[config.mk]
export PLATFORM = sky130hd
export DESIGN_NAME = masked_hpc3_mul_pipe
export DESIGN_NICKNAME = d
export VERILOG_FILES = /design/src/rtl/masked_hpc3_mul_pipe.sv
export SDC_FILE = /design/constraint.sdc
export NUM_CORES = 1
export LEC_CHECK = 0
export CAP_MARGIN = 20
export CORE_ASPECT_RATIO = 1.2
export CORE_MARGIN = 2
export CORE_UTILIZATION = 48
export DETAILED_ROUTE_END_ITERATION = 7
export PLACE_DENSITY = 0.74
export SETUP_SLACK_MARGIN = 0.02
export SYNTH_ARGS = -nofsm -noshare
export SYNTH_HDL_FRONTEND = slang
export SYNTH_SLANG_ARGS = --single-unit
[constraint.sdc]
create_clock -name in_clock -period 1.37 [get_ports in_clock]
set_input_delay 0.2055 -clock in_clock [delete_from_list [all_inputs] [get_ports in_clock]]
set_output_delay 0.2055 -clock in_clock [all_outputs]
set_load 0.005 [all_outputs]
[src/rtl/masked_hpc3_mul_pipe.sv]
// Masked GF(2^BIT_WIDTH) multiplier (HPC3 style) with valid/ready flow control
// on operands and randomness, optional output register stage and a counter
// of completed hand-offs.
//
// Handshake semantics (all three interfaces):
//   A transfer happens on a rising clock edge where valid and ready are both 1.
//   A producer holding valid must keep its data stable until the transfer.
//   Operands and randomness are consumed together: fire_in requires in_valid,
//   in_rand_valid and in_ready. in_rand_ready is exactly fire_in. in_ready
//   never depends on in_valid or in_rand_valid. out_valid/out_c stay stable
//   while out_ready is low.
module masked_hpc3_mul_pipe #(
  parameter int NUM_SHARES  = 2,
  parameter int BIT_WIDTH   = 4,
  parameter int OUT_REG     = 0,
  parameter int COUNT_WIDTH = 16
) (
  input  logic                                                in_clock,
  input  logic                                                in_reset,
  input  logic [NUM_SHARES*BIT_WIDTH-1:0]                     in_a,
  input  logic [NUM_SHARES*BIT_WIDTH-1:0]                     in_b,
  input  logic                                                in_valid,
  output logic                                                in_ready,
  input  logic [(NUM_SHARES*(NUM_SHARES-1)/2)*BIT_WIDTH-1:0]  in_r,
  input  logic [(NUM_SHARES*(NUM_SHARES-1)/2)*BIT_WIDTH-1:0]  in_p,
  input  logic                                                in_rand_valid,
  output logic                                                in_rand_ready,
  output logic [NUM_SHARES*BIT_WIDTH-1:0]                     out_c,
  output logic                                                out_valid,
  input  logic                                                out_ready,
  output logic [COUNT_WIDTH-1:0]                              out_count
);

  localparam int N  = NUM_SHARES;
  localparam int W  = BIT_WIDTH;
  localparam int NQ = N * (N - 1) / 2;

  // Reduction polynomial of the field, x^W term included.
  function automatic int field_poly(input int w);
    case (w)
      2:       return 'h7;
      3:       return 'hB;
      4:       return 'h13;
      5:       return 'h25;
      6:       return 'h43;
      7:       return 'h83;
      8:       return 'h11B;
      default: return (1 << w) | 3;
    endcase
  endfunction

  localparam logic [W:0] POLY = (W+1)'(field_poly(W));

  typedef logic [W-1:0] elem_t;

  // Field multiplication: shift-and-add with reduction on each doubling.
  function automatic elem_t gf_mul(input elem_t x, input elem_t y);
    elem_t acc;
    elem_t sh;
    acc = '0;
    sh  = x;
    for (int k = 0; k < W; k++) begin
      if (y[k]) acc ^= sh;
      sh = sh[W-1] ? ((sh << 1) ^ POLY[W-1:0]) : (sh << 1);
    end
    return acc;
  endfunction

  // Index of the unordered share pair {i,j}, i != j.
  function automatic int qindex(input int i, input int j);
    int lo;
    int hi;
    lo = (i < j) ? i : j;
    hi = (i < j) ? j : i;
    return lo * N - (lo * (lo + 1)) / 2 + (hi - lo - 1);
  endfunction

  elem_t a_sh [N];
  elem_t b_sh [N];
  elem_t r_q  [NQ];
  elem_t p_q  [NQ];

  for (genvar g = 0; g < N; g++) begin : g_unpack_ab
    assign a_sh[g] = in_a[g*W +: W];
    assign b_sh[g] = in_b[g*W +: W];
  end

  for (genvar g = 0; g < NQ; g++) begin : g_unpack_rp
    assign r_q[g] = in_r[g*W +: W];
    assign p_q[g] = in_p[g*W +: W];
  end

  logic fire_in;
  logic s1_take;
  logic s1_v;

  assign fire_in       = in_valid & in_rand_valid & in_ready;
  assign in_rand_ready = fire_in;

  // Cross-share terms computed ahead of the stage-1 register; the diagonal
  // stays zero.
  elem_t v_d [N][N];
  elem_t w_d [N][N];

  // Build V_ij = b_j ^ r_q and W_ij = a_i*r_q ^ p_q for all i != j.
  always_comb begin
    for (int i = 0; i < N; i++) begin
      for (int j = 0; j < N; j++) begin
        v_d[i][j] = '0;
        w_d[i][j] = '0;
        if (i != j) begin
          v_d[i][j] = b_sh[j] ^ r_q[qindex(i, j)];
          w_d[i][j] = gf_mul(a_sh[i], r_q[qindex(i, j)]) ^ p_q[qindex(i, j)];
        end
      end
    end
  end

  elem_t s1_a  [N];
  elem_t s1_b  [N];
  elem_t s1_vv [N][N];
  elem_t s1_w  [N][N];

  // Stage-1 data loads only on an accepted operand and otherwise holds.
  always_ff @(posedge in_clock or negedge in_reset) begin
    if (!in_reset) begin
      for (int i = 0; i < N; i++) begin
        s1_a[i] <= '0;
        s1_b[i] <= '0;
        for (int j = 0; j < N; j++) begin
          s1_vv[i][j] <= '0;
          s1_w[i][j]  <= '0;
        end
      end
    end else if (fire_in) begin
      for (int i = 0; i < N; i++) begin
        s1_a[i] <= a_sh[i];
        s1_b[i] <= b_sh[i];
        for (int j = 0; j < N; j++) begin
          s1_vv[i][j] <= v_d[i][j];
          s1_w[i][j]  <= w_d[i][j];
        end
      end
    end
  end

  // Stage-1 occupancy: set on accept, cleared when handed downstream.
  always_ff @(posedge in_clock or negedge in_reset) begin
    if (!in_reset)    s1_v <= 1'b0;
    else if (fire_in) s1_v <= 1'b1;
    else if (s1_take) s1_v <= 1'b0;
  end

  elem_t b_red [N];
  elem_t w_red [N];
  logic [N*W-1:0] c_flat;

  // Post-register reduction: c_i = a_i*(b_i ^ XOR_j V_ij) ^ XOR_j W_ij.
  always_comb begin
    c_flat = '0;
    for (int i = 0; i < N; i++) begin
      b_red[i] = s1_b[i];
      w_red[i] = '0;
      for (int j = 0; j < N; j++) begin
        if (j != i) begin
          b_red[i] ^= s1_vv[i][j];
          w_red[i] ^= s1_w[i][j];
        end
      end
      c_flat[i*W +: W] = gf_mul(s1_a[i], b_red[i]) ^ w_red[i];
    end
  end

  if (OUT_REG == 0) begin : g_direct
    assign out_c     = c_flat;
    assign out_valid = s1_v;
    assign s1_take   = s1_v & out_ready;
    assign in_ready  = !s1_v | out_ready;
  end else begin : g_reg
    logic [N*W-1:0] s2_c;
    logic           s2_v;

    assign s1_take = s1_v & (!s2_v | out_ready);

    // Output stage: captures stage 1 when it is free or being drained.
    always_ff @(posedge in_clock or negedge in_reset) begin
      if (!in_reset) begin
        s2_c <= '0;
        s2_v <= 1'b0;
      end else begin
        if (s1_take)        s2_c <= c_flat;
        if (s1_take)        s2_v <= 1'b1;
        else if (out_ready) s2_v <= 1'b0;
      end
    end

    assign out_c     = s2_c;
    assign out_valid = s2_v;
    assign in_ready  = !s1_v | !s2_v | out_ready;
  end

  // Completed hand-offs; wraps silently.
  always_ff @(posedge in_clock or negedge in_reset) begin
    if (!in_reset)                  out_count <= '0;
    else if (out_valid & out_ready) out_count <= out_count + 1'b1;
  end

endmodule

==> results.txt, run 1 <==
status: finished with violations
violated checks: negative setup slack
Max Root-Sink Buffers: 2
Rows: 32
Placed Instances: 541
DRT Wirelength: 8070 microns
CP peak stage delay: 0.42 ns
Die Wd: 77.7 microns
Finished Layout Cells: 576
Final min period: 2.05 ns
synthesized flop and latch total: 49
H-tree levels: 2
Total Power: 0.00618 W
vias in the first global route: 2875
Syn-to-layout area delta: 53.5%
Setup-failing EPs final: 8
Worst-path clk slew: 0.09 ns
Max Cap Viol: 0
highest-count cells in the layout ignoring fill and taps: 103 x nand2_1, 73 x buf_4, 53 x xnor2_1
drt wl/cell: 14.0 microns
Slew @ Worst Pin: 0.345 ns
clk sinks: 49
most used cell along the critical path: xnor2_2
hpwl dp: 5380 microns
Initial DRC Count: 190
Setup WS post-layout: -0.675 ns
clk_skew: 0.00539 ns
Initial Utilization: 49.1%
share of cells above drive strength 1: 33.6%
sequential fraction of the synthesis area: 39.2%
M1 wire length: 3380 microns
gr ovfl total: 0
vias per inst: 5.06
syn_area_per_cell: 8.65 sq um
Residual DRC: 0
CTS Buf Count: 5
core box area: 0.00637 sq mm
worst-path fanout max: 3
area of the multi-input gates: 0.00219 sq mm
Slew headroom: 77.0%
Slew Limit Fails: 0
most common cell after layout, fill and taps aside: nand2_1
Static Leakage: 2.28 nW
mapped cell area: 0.00312 sq mm
register area: 0.00123 sq mm
startpoint types: flip-flop
gr usage total: 22.9%
worst slack, placed: -0.623 ns
Vias: 2914
Ys Warns: 0
Final Hold Vio Count: 0
critical path, cell by cell: xnor2_2 > buf_4 > nand2b_4 > xnor2_4 > xnor2_2 > xnor2_2 > buf_2
Die Ht: 92.4 microns
Port Buffers: 55
Clock Tree Root: clkbuf_8
die area: 0.00717 sq mm
VDD IR-drop max: 0.671 mV
TritonCTS clock tree: yes
IO Pins: 56
Worst Path Required: 1.16 ns
initial antenna violation count: 0
Crit path arrival time: 1.84 ns
first-pass GRT wire length: 13300 microns
CP Capture Type: output port
RSZ-0062 raised after global routing: true
fin crit share: 149%
Fmax: 0.489 GHz
Synth cell types: 36
Worst-Skew Late Latency: 0.30 ns
GP Congestion: 0.844
Setup CP Type: flip-flop to output port
syn_nets: 391
HP Class: primary input to flip-flop
Slowest cell on crit path: dfrtp_1
Syn Inst Count: 361
DR top layer: met4
largest net degree at the start of global routing: 50
PwrDens: 1290 mW/mm^2
metal2 WL: 4300 microns
Inserted Diodes: 0
Layout fillers: 428
Routed Antenna Nets: 0
nets: 520
WL met3: 265 microns
Initial DRT Pass Iterations: 4
==> per-layer routing <==
metal / vias to the layer above / track usage, %
li1: 1415 / -
met1: 1430 / 28.6
met2: 57 / 41.5
met3: 12 / 2.73
met4: 0 / 6.70
met5: - / 0
==> worst max-delay path, delay by kind of cell, from the launching register on <==
family | cells | cell delay [ns]
xor+xnor | 4 | 0.68
flops | 1 | 0.42
simple gates | 1 | 0.15
buf+inv | 2 | 0.29
==> cells in the mapped netlist, drive strengths merged <==
master	count	share of area, %
a21oi	9	1.4
a221oi	1	0.48
mux2	2	0.72
or2b	1	0.24
buf	12	1.8
a22oi	1	0.24
nand2	108	13
a32o	1	0.32
mux2i	8	2.6
o31ai	1	0.40
nor2b	5	1.0
o22ai	7	1.4
a31oi	1	0.20
a22o	1	0.28
nor3	2	0.48
nor4	1	0.40
nor3b	5	1.2
inv	6	0.72
or2	1	0.20
dfrtp	49	39
ha	1	0.40
o21ai	20	3.2
clkbuf	3	0.36
xnor2	64	18
xor2	24	6.7
or3	1	0.20
nor4bb	1	0.32
nand2b	4	0.80
nor2	8	0.96
and3	5	1.0
nand3	8	1.3
==> state kept, by name (all words and copies together), names as in the netlist <==
name       cells
out_count     16
s1_a           8
s1_b           8
s1_vv          8
s1_w           8
out_valid      1
==> worst paths after layout <==
kind	startpoint	to	slack, ns	cells after the start
setup reg to reg	out_count[4]	out_count[11]	0.08	6
setup / recovery	s1_vv[8]	out_c[0]	-0.68	7
hold reg to reg	s1_w[10]	s1_w[10]	0.52	2
hold / removal	in_a[1]	s1_a[5]	0.35	4
max in group asynchronous	in_reset	s1_a[3]	0.67	3
min in group asynchronous	in_reset	out_count[9]	0.45	3
==> where the power goes <==
part / switching, W / internal [W]
registers: 0.000246 / 0.00170
logic: 0.00141 / 0.00175
clock network: 0.000484 / 0.000594
total: 0.00214 / 0.00405
==> logic make-up (layout without fill, tap and decap cells) <==
group | after synthesis | after routing | synth area share [%]
compound gates | 42 | 42 | 7.97
mux | 10 | 10 | 3.28
fa+ha+maj | 1 | 1 | 0.400
buf+inv | 21 | 151 | 2.88
flops | 49 | 49 | 39.2
xor+xnor | 88 | 88 | 25.2
simple gates | 150 | 150 | 21.1
==> final cells by class <==
| cell class | count | share of cell area (%) |
|---|---|---|
| Multi-Input combinational cell | 291 | 45.7 |
| Clock buffer | 6 | 1.72 |
| Sequential cell | 49 | 25.6 |
| Inverter | 6 | 0.470 |
| Tap cell | 85 | 2.22 |
| Timing Repair Buffer | 137 | 23.5 |
| Clock inverter | 2 | 0.783 |
==> stage by stage <==
step	util (%)	setup TNS, ns	hold WS, ns	cell area, sq um
after floorplan	-	-0.0532	-0.0901	3210
after global placement	66.1	-15.17	0.211	4210
after detailed placement	66.1	-15.75	0.221	4210
after CTS	71.3	-4.66	0.422	4540
after global routing	75.3	-5.60	0.379	4800
final	75.3	-4.80	0.348	4800
==> repair_timing <==
| item | 4_1_cts | 5_1_grt |
|---|---|---|
| hold buffers | 1 | 0 |
| setup endpoints to repair | 37 | 27 |
| cloned | 0 | 1 |
| gates resized for setup | 90 | 52 |
| setup buffers | 21 | 4 |
| pin swaps | 35 | 45 |
| hold endpoints to repair | 49 | 0 |
(Power assumes the default switching activity.)
==> run 2: changes to the inputs <==
--- a/config.mk
+++ b/config.mk
@@ -6,9 +6,10 @@
 export NUM_CORES = 1
 export LEC_CHECK = 0
 export CAP_MARGIN = 20
-export CORE_ASPECT_RATIO = 1.2
+export CORE_ASPECT_RATIO = 1.4
 export CORE_MARGIN = 2
 export CORE_UTILIZATION = 48
+export CTS_BUF_LIST = sky130_fd_sc_hd__clkbuf_8 sky130_fd_sc_hd__clkbuf_16
 export DETAILED_ROUTE_END_ITERATION = 7
 export PLACE_DENSITY = 0.74
 export SETUP_SLACK_MARGIN = 0.02
==> results.txt, run 2 (same netlist as run 1, synthesis figures left out) <==
critical path, cell by cell: xor2_2 > buf_6 > nand2_4 > xor2_2 > xnor2_1 > xnor2_1 > buf_2
Max Cap Viol: 0 (unchanged)
hpwl dp: 5550 microns (+3.3%)
Finished Layout Cells: 577 (+0.17%)
Setup WS post-layout: -0.790 ns (-0.115 ns)
clk sinks: 49 (unchanged)
fin crit share: 158% (+8.4 points)
most common cell after layout, fill and taps aside: buf_4
status: finished with violations
Syn-to-layout area delta: 63.8%
Setup CP Type: flip-flop to output port
Max Root-Sink Buffers: 2 (unchanged)
highest-count cells in the layout ignoring fill and taps: 73 x buf_4, 71 x nand2_1, 57 x xnor2_1
Final min period: 2.16 ns (+0.115 ns)
nets: 534 (+2.7%)
gr usage total: 23.0% (+0.049 points)
Fin Setup TNS: -6.19 ns (-1.39 ns)
PwrDens: 1290 mW/mm^2 (+0.14%)
share of cells above drive strength 1: 41.2% (+7.6 points)
HP Class: primary input to flip-flop
Initial Utilization: 50.0% (+0.88 points)
Initial DRT Pass Iterations: 4 (unchanged)
TritonCTS clock tree: yes
Residual DRC: 0 (unchanged)
Slowest cell on crit path: dfrtp_2
Top delay family on crit path: XOR/XNOR gates
Flop pwr share: 30.5% (-1.0 points)
Setup-failing EPs final: 27 (+19)
Die Ht: 99.5 microns (+7.7%)
Routed Antenna Nets: 0 (unchanged)
Worst Path Required: 1.16 ns (about the same)
initial antenna violation count: 0 (unchanged)
drt wl/cell: 17.9 microns (+28%)
VDD IR-drop max: 0.594 mV (-12%)
IO Pins: 56 (unchanged)
Port Buffers: 55 (unchanged)
Slew headroom: 78.1% (+1.1 points)
P_sw: 0.00243 W (+14%)
gr ovfl total: 0 (unchanged)
Static Leakage: 2.40 nW (+5.1%)
Final Hold Vio Count: 0 (unchanged)
clk_skew: 0.00866 ns (+0.00328 ns)
Biggest register: out_count
die area: 0.00718 sq mm (about the same)
Slew Limit Fails: 0 (unchanged)
crit path buf inv count: 2 (unchanged)
CP peak stage delay: 0.46 ns (+0.04 ns)
startpoint types: flip-flop
largest net degree at the start of global routing: 50 (unchanged)
violated checks: negative setup slack
Die Wd: 72.2 microns (-7.0%)
Fmax: 0.463 GHz (-5.3%)
Crit path arrival time: 1.95 ns (+0.11 ns)
Core Util, Final: 81.8% (+6.5 points)
CTS Buf Count: 5 (unchanged)
Rows: 34 (+6.3%)
Initial DRC Count: 129 (-32%)
Vias: 3157 (+8.3%)
Clock Tree Root: clkbuf_8
worst-path fanout max: 3 (unchanged)
max FFs per register: 16 (unchanged)
first-pass GRT wire length: 12900 microns (-2.9%)
Placed Instances: 529 (-2.2%)
CP Capture Type: output port
Inserted Diodes: 0 (unchanged)
Worst-Skew Late Latency: 0.31 ns (about the same)
Internal Power: 0.00418 W (+3.3%)
Clock power frac: 16.7% (-0.7 points)
Sw Share: 36.7% (+2.2 points)
vias per inst: 5.47 (+8.2%)
vias in the first global route: 2904 (+1.0%)
DRT Wirelength: 10300 microns (+28%)
Worst-path clk slew: 0.10 ns (about the same)
H-tree levels: 2 (unchanged)
GP Congestion: 0.878 (+4.0%)
core box area: 0.00625 sq mm (-1.8%)
RSZ-0062 raised after global routing: true
logic gate share of total power: 52.8% (+1.7 points)
Slew @ Worst Pin: 0.323 ns (-0.0216 ns)
## run 2: cell count changes in the layout (fill, tap and decap cells not counted), moves of 4 or more
cell	delta
buf_6	+7
nand2_2	+22
xnor2_1	+4
nand2_4	+10
o21ai_1	-5
o21ai_2	+4
nand2_1	-32
## run 2: per-layer routing
| layer | GRT usage, % | part of all wire [%] |
|---|---|---|
| met5 | 0 | 0 |
| met1 | 26.7 | 36 |
| met3 | 2.84 | 4.5 |
| met4 | 12.0 | 4.1 |
| met2 | 40.6 | 55 |
## run 2: tightest hold or removal path: cells and delay by family
kind / cells / cell delay (ns)
and+or+nand+nor: 2 / 0.13
buffers and inverters: 2 / 0.31
## run 2: final cells by class
class / instances / area (sq um)
fill: 354 / 1140
clock buffer: 6 / 82.6
clock inverter: 2 / 37.5
timing repair buffer: 151 / 1350
tap: 72 / 90.1
multi-input combinational: 291 / 2300
inverter: 6 / 25.0
sequential: 49 / 1230
## run 2: path summary, 6_finish.rpt
| kind | slack [ns] | cells past startpoint | from | to |
|---|---|---|---|---|
| max | -0.79 | 7 | s1_b[5] | out_c[1] |
| min | 0.37 | 4 | in_a[4] | s1_a[0] |
| max reg2reg | -0.13 | 9 | out_valid | s1_w[5] |
| min reg2reg | 0.52 | 2 | s1_w[11] | s1_w[11] |
| max in group asynchronous | 0.71 | 3 | in_reset | s1_a[7] |
| min in group asynchronous | 0.41 | 3 | in_reset | out_count[4] |
## run 2: power groups by stage
stage | clock (W) | sequential (W) | combinational [W]
global route | 0.00117 | 0.00205 | 0.00372
floorplan | 0 | 0.00196 | 0.00154
finish | 0.00110 | 0.00202 | 0.00349
CTS | 0.00110 | 0.00193 | 0.00292
detailed placement | 0 | 0.00197 | 0.00290
global placement | 0 | 0.00195 | 0.00283
## run 2: through the flow
stage | setup WS [ns] | cell area [sq um] | hold slack (ns) | power [W]
2_1_floorplan | -0.0266 | 3210 | -0.0901 | 0.00350
3_3_place_gp | -0.684 | 4200 | 0.208 | 0.00478
3_5_place_dp | -0.708 | 4200 | 0.212 | 0.00487
4_1_cts | -0.711 | 4540 | 0.415 | 0.00595
5_1_grt | -0.790 | 5120 | 0.390 | 0.00693
6_report | -0.790 | 5120 | 0.373 | 0.00661
## run 2: what timing repair did
item	4_1_cts	5_1_grt
setup buffers	23	10
hold buffers	1	0
gates resized for setup	91	100
cloned	0	7
pin swaps	31	67
endpoints found under the hold margin	49	0
setup endpoints to repair	34	51
==> run 3: changes to the inputs <==
--- a/config.mk
+++ b/config.mk
@@ -12,6 +12,7 @@
 export CTS_BUF_LIST = sky130_fd_sc_hd__clkbuf_8 sky130_fd_sc_hd__clkbuf_16
 export DETAILED_ROUTE_END_ITERATION = 7
 export PLACE_DENSITY = 0.74
+export RECOVER_POWER = 25
 export SETUP_SLACK_MARGIN = 0.02
 export SYNTH_ARGS = -nofsm -noshare
 export SYNTH_HDL_FRONTEND = slang
==> results.txt, run 3 (same netlist as run 1, synthesis figures left out) <==
die area: 0.00718 sq mm (unchanged)
Initial DRT Pass Iterations: 4 (unchanged)
VDD IR-drop max: 0.591 mV (-0.48%)
Layout fillers: 356 (+0.56%)
Hold Path Depth: 4 (unchanged)
RR Endpoint: s1_w[5]
Clock Tree Root: clkbuf_8
Static Leakage: 2.40 nW (-0.20%)
Routed Antenna Nets: 0 (unchanged)
crit path buf inv count: 2 (unchanged)
Worst Path Required: 1.16 ns (about the same)
PwrDens: 1290 mW/mm^2 (+0.19%)
clk_skew: 0.00906 ns (+0.000397 ns)
status: finished with violations
Worst Reg2Reg Path Length in Cells: 9 (unchanged)
GP Congestion: 0.878 (unchanged)
violated checks: negative setup slack
share of cells above drive strength 1: 41.2% (unchanged)
Final Hold Vio Count: 0 (unchanged)
nets: 534 (unchanged)
Worst-path clk slew: 0.10 ns (about the same)
Setup-failing EPs final: 27 (unchanged)
Slew headroom: 54.3% (-24 points)
highest-count cells in the layout ignoring fill and taps: 73 x buf_4, 71 x nand2_1, 57 x xnor2_1
Max Root-Sink Buffers: 2 (unchanged)
initial antenna violation count: 0 (unchanged)
clk sinks: 49 (unchanged)
Setup CP Type: flip-flop to output port
Min-Delay Endpoint: s1_a[0]
TritonCTS clock tree: yes
largest net degree at the start of global routing: 50 (unchanged)
Slew Limit Fails: 0 (unchanged)
Flop pwr share: 30.5% (about the same)
hpwl dp: 5550 microns (unchanged)
Die Wd: 72.2 microns (unchanged)
WL met3: 469 microns (+1.5%)
logic gate share of total power: 52.8% (about the same)
startpoint types: flip-flop
Top delay family on crit path: XOR/XNOR gates
Fmax: 0.463 GHz (about the same)
H-tree levels: 2 (unchanged)
Inserted Diodes: 0 (unchanged)
Hold Slack: 0.374 ns (+0.00117 ns)
gr ovfl total: 0 (unchanged)
core box area: 0.00625 sq mm (unchanged)
reg2reg start: out_valid
most common cell after layout, fill and taps aside: buf_4
M1 wire length: 3760 microns (about the same)
RSZ-0062 raised after global routing: true
Initial DRC Count: 129 (unchanged)
Biggest register: out_count
drt wl/cell: 17.9 microns (about the same)
CP peak stage delay: 0.46 ns (about the same)
Slowest cell on crit path: dfrtp_2
CTS Buf Count: 5 (unchanged)
metal2 WL: 5650 microns (-0.53%)
CP Capture Type: output port
Crit path arrival time: 1.96 ns (about the same)
Syn-to-layout area delta: 63.4%
gr usage total: 23.0% (unchanged)
vias in the first global route: 2904 (unchanged)
DRT Wirelength: 10300 microns (about the same)
Die Ht: 99.5 microns (unchanged)
max FFs per register: 16 (unchanged)
first-pass GRT wire length: 12900 microns (unchanged)
Final min period: 2.16 ns (+0.000894 ns)
P_sw: 0.00243 W (about the same)
R2R setup slack: -0.13 ns (about the same)
vias per inst: 5.49 (+0.25%)
Max Cap Viol: 0 (unchanged)
DR top layer: met4
Sw Share: 36.8% (about the same)
Clock power frac: 16.7% (about the same)
Core Util, Final: 81.6% (-0.20 points)
Worst-Skew Late Latency: 0.31 ns (about the same)
Initial Utilization: 50.0% (unchanged)
Port Buffers: 55 (unchanged)
area of the multi-input gates: 0.00230 sq mm (unchanged)
Internal Power: 0.00418 W (-0.11%)
Setup WS post-layout: -0.791 ns (-0.000894 ns)
HP Class: primary input to flip-flop
register area: 0.00123 sq mm (unchanged)
worst-path fanout max: 3 (unchanged)
critical path, cell by cell: xor2_2 > buf_6 > nand2_4 > xor2_2 > xnor2_1 > xnor2_1 > buf_2
Vias: 3165 (+0.25%)
IO Pins: 56 (unchanged)
Rows: 34 (unchanged)
Slew @ Worst Pin: 0.685 ns (+0.362 ns)
fin crit share: 158% (about the same)
Residual DRC: 0 (unchanged)
HP Start: in_a[4]
## run 3: what timing repair did
action | in CTS | in global routing
hold endpoints to repair | 49 | 0
endpoints found under the setup margin | 34 | 51
hold buffers | 1 | 0
cloned | 0 | 7
pin swaps | 31 | 67
gates resized for setup | 91 | 100
buffers inserted | 23 | 10
## run 3: worst max-delay path by stage
stage	from	endpoint	slack [ns]	cells past startpoint
3_3_place_gp	s1_vv[10]	out_c[3]	-0.68	6
5_1_grt	s1_vv[5]	out_c[5]	-0.79	8
2_1_floorplan	s1_vv[8]	out_c[0]	-0.03	5
4_1_cts	s1_b[1]	out_c[5]	-0.71	8
3_5_place_dp	s1_vv[10]	out_c[3]	-0.71	6
6_report	s1_b[5]	out_c[1]	-0.79	7
## run 3: layout make-up
type	instances	area share, %
multi-input cells	291	45.1
well taps	72	1.76
clock buffers	6	1.62
repair buffers	151	26.2
inverters	6	0.490
clock inverters	2	0.735
flip-flops and latches	49	24.1
## run 3: worst min-delay path, cell delays in order
cell and delay (ns):
dlymetal6s2s_1 0.16, buf_4 0.15, nand2_1 0.06, nand2_2 0.07
## run 3: per-layer routing
metal  vias to the layer above  global-route usage [%]
met4                         0                    12.0
li1                       1451                       -
met1                      1557                    26.7
met2                       123                    40.6
met5                         -                       0
met3                        34                    2.84
## run 3: per-stage QoR
step	setup TNS, ns	power (W)	setup slack, ns	area [sq um]	std cells
floorplan	-0.0532	0.00350	-0.0266	3210	361
global placement	-15.97	0.00478	-0.684	4200	529
detailed placement	-16.43	0.00487	-0.708	4200	529
CTS	-5.11	0.00595	-0.711	4540	561
global route	-7.73	0.00693	-0.790	5100	577
finish	-6.21	0.00660	-0.791	5100	577
## run 3: power by group through the flow
stage | sequential [W] | clock [W] | combinational, W
detailed placement | 0.00197 | 0 | 0.00290
finish | 0.00202 | 0.00110 | 0.00349
global route | 0.00205 | 0.00117 | 0.00371
floorplan | 0.00196 | 0 | 0.00154
global placement | 0.00195 | 0 | 0.00283
CTS | 0.00193 | 0.00110 | 0.00292
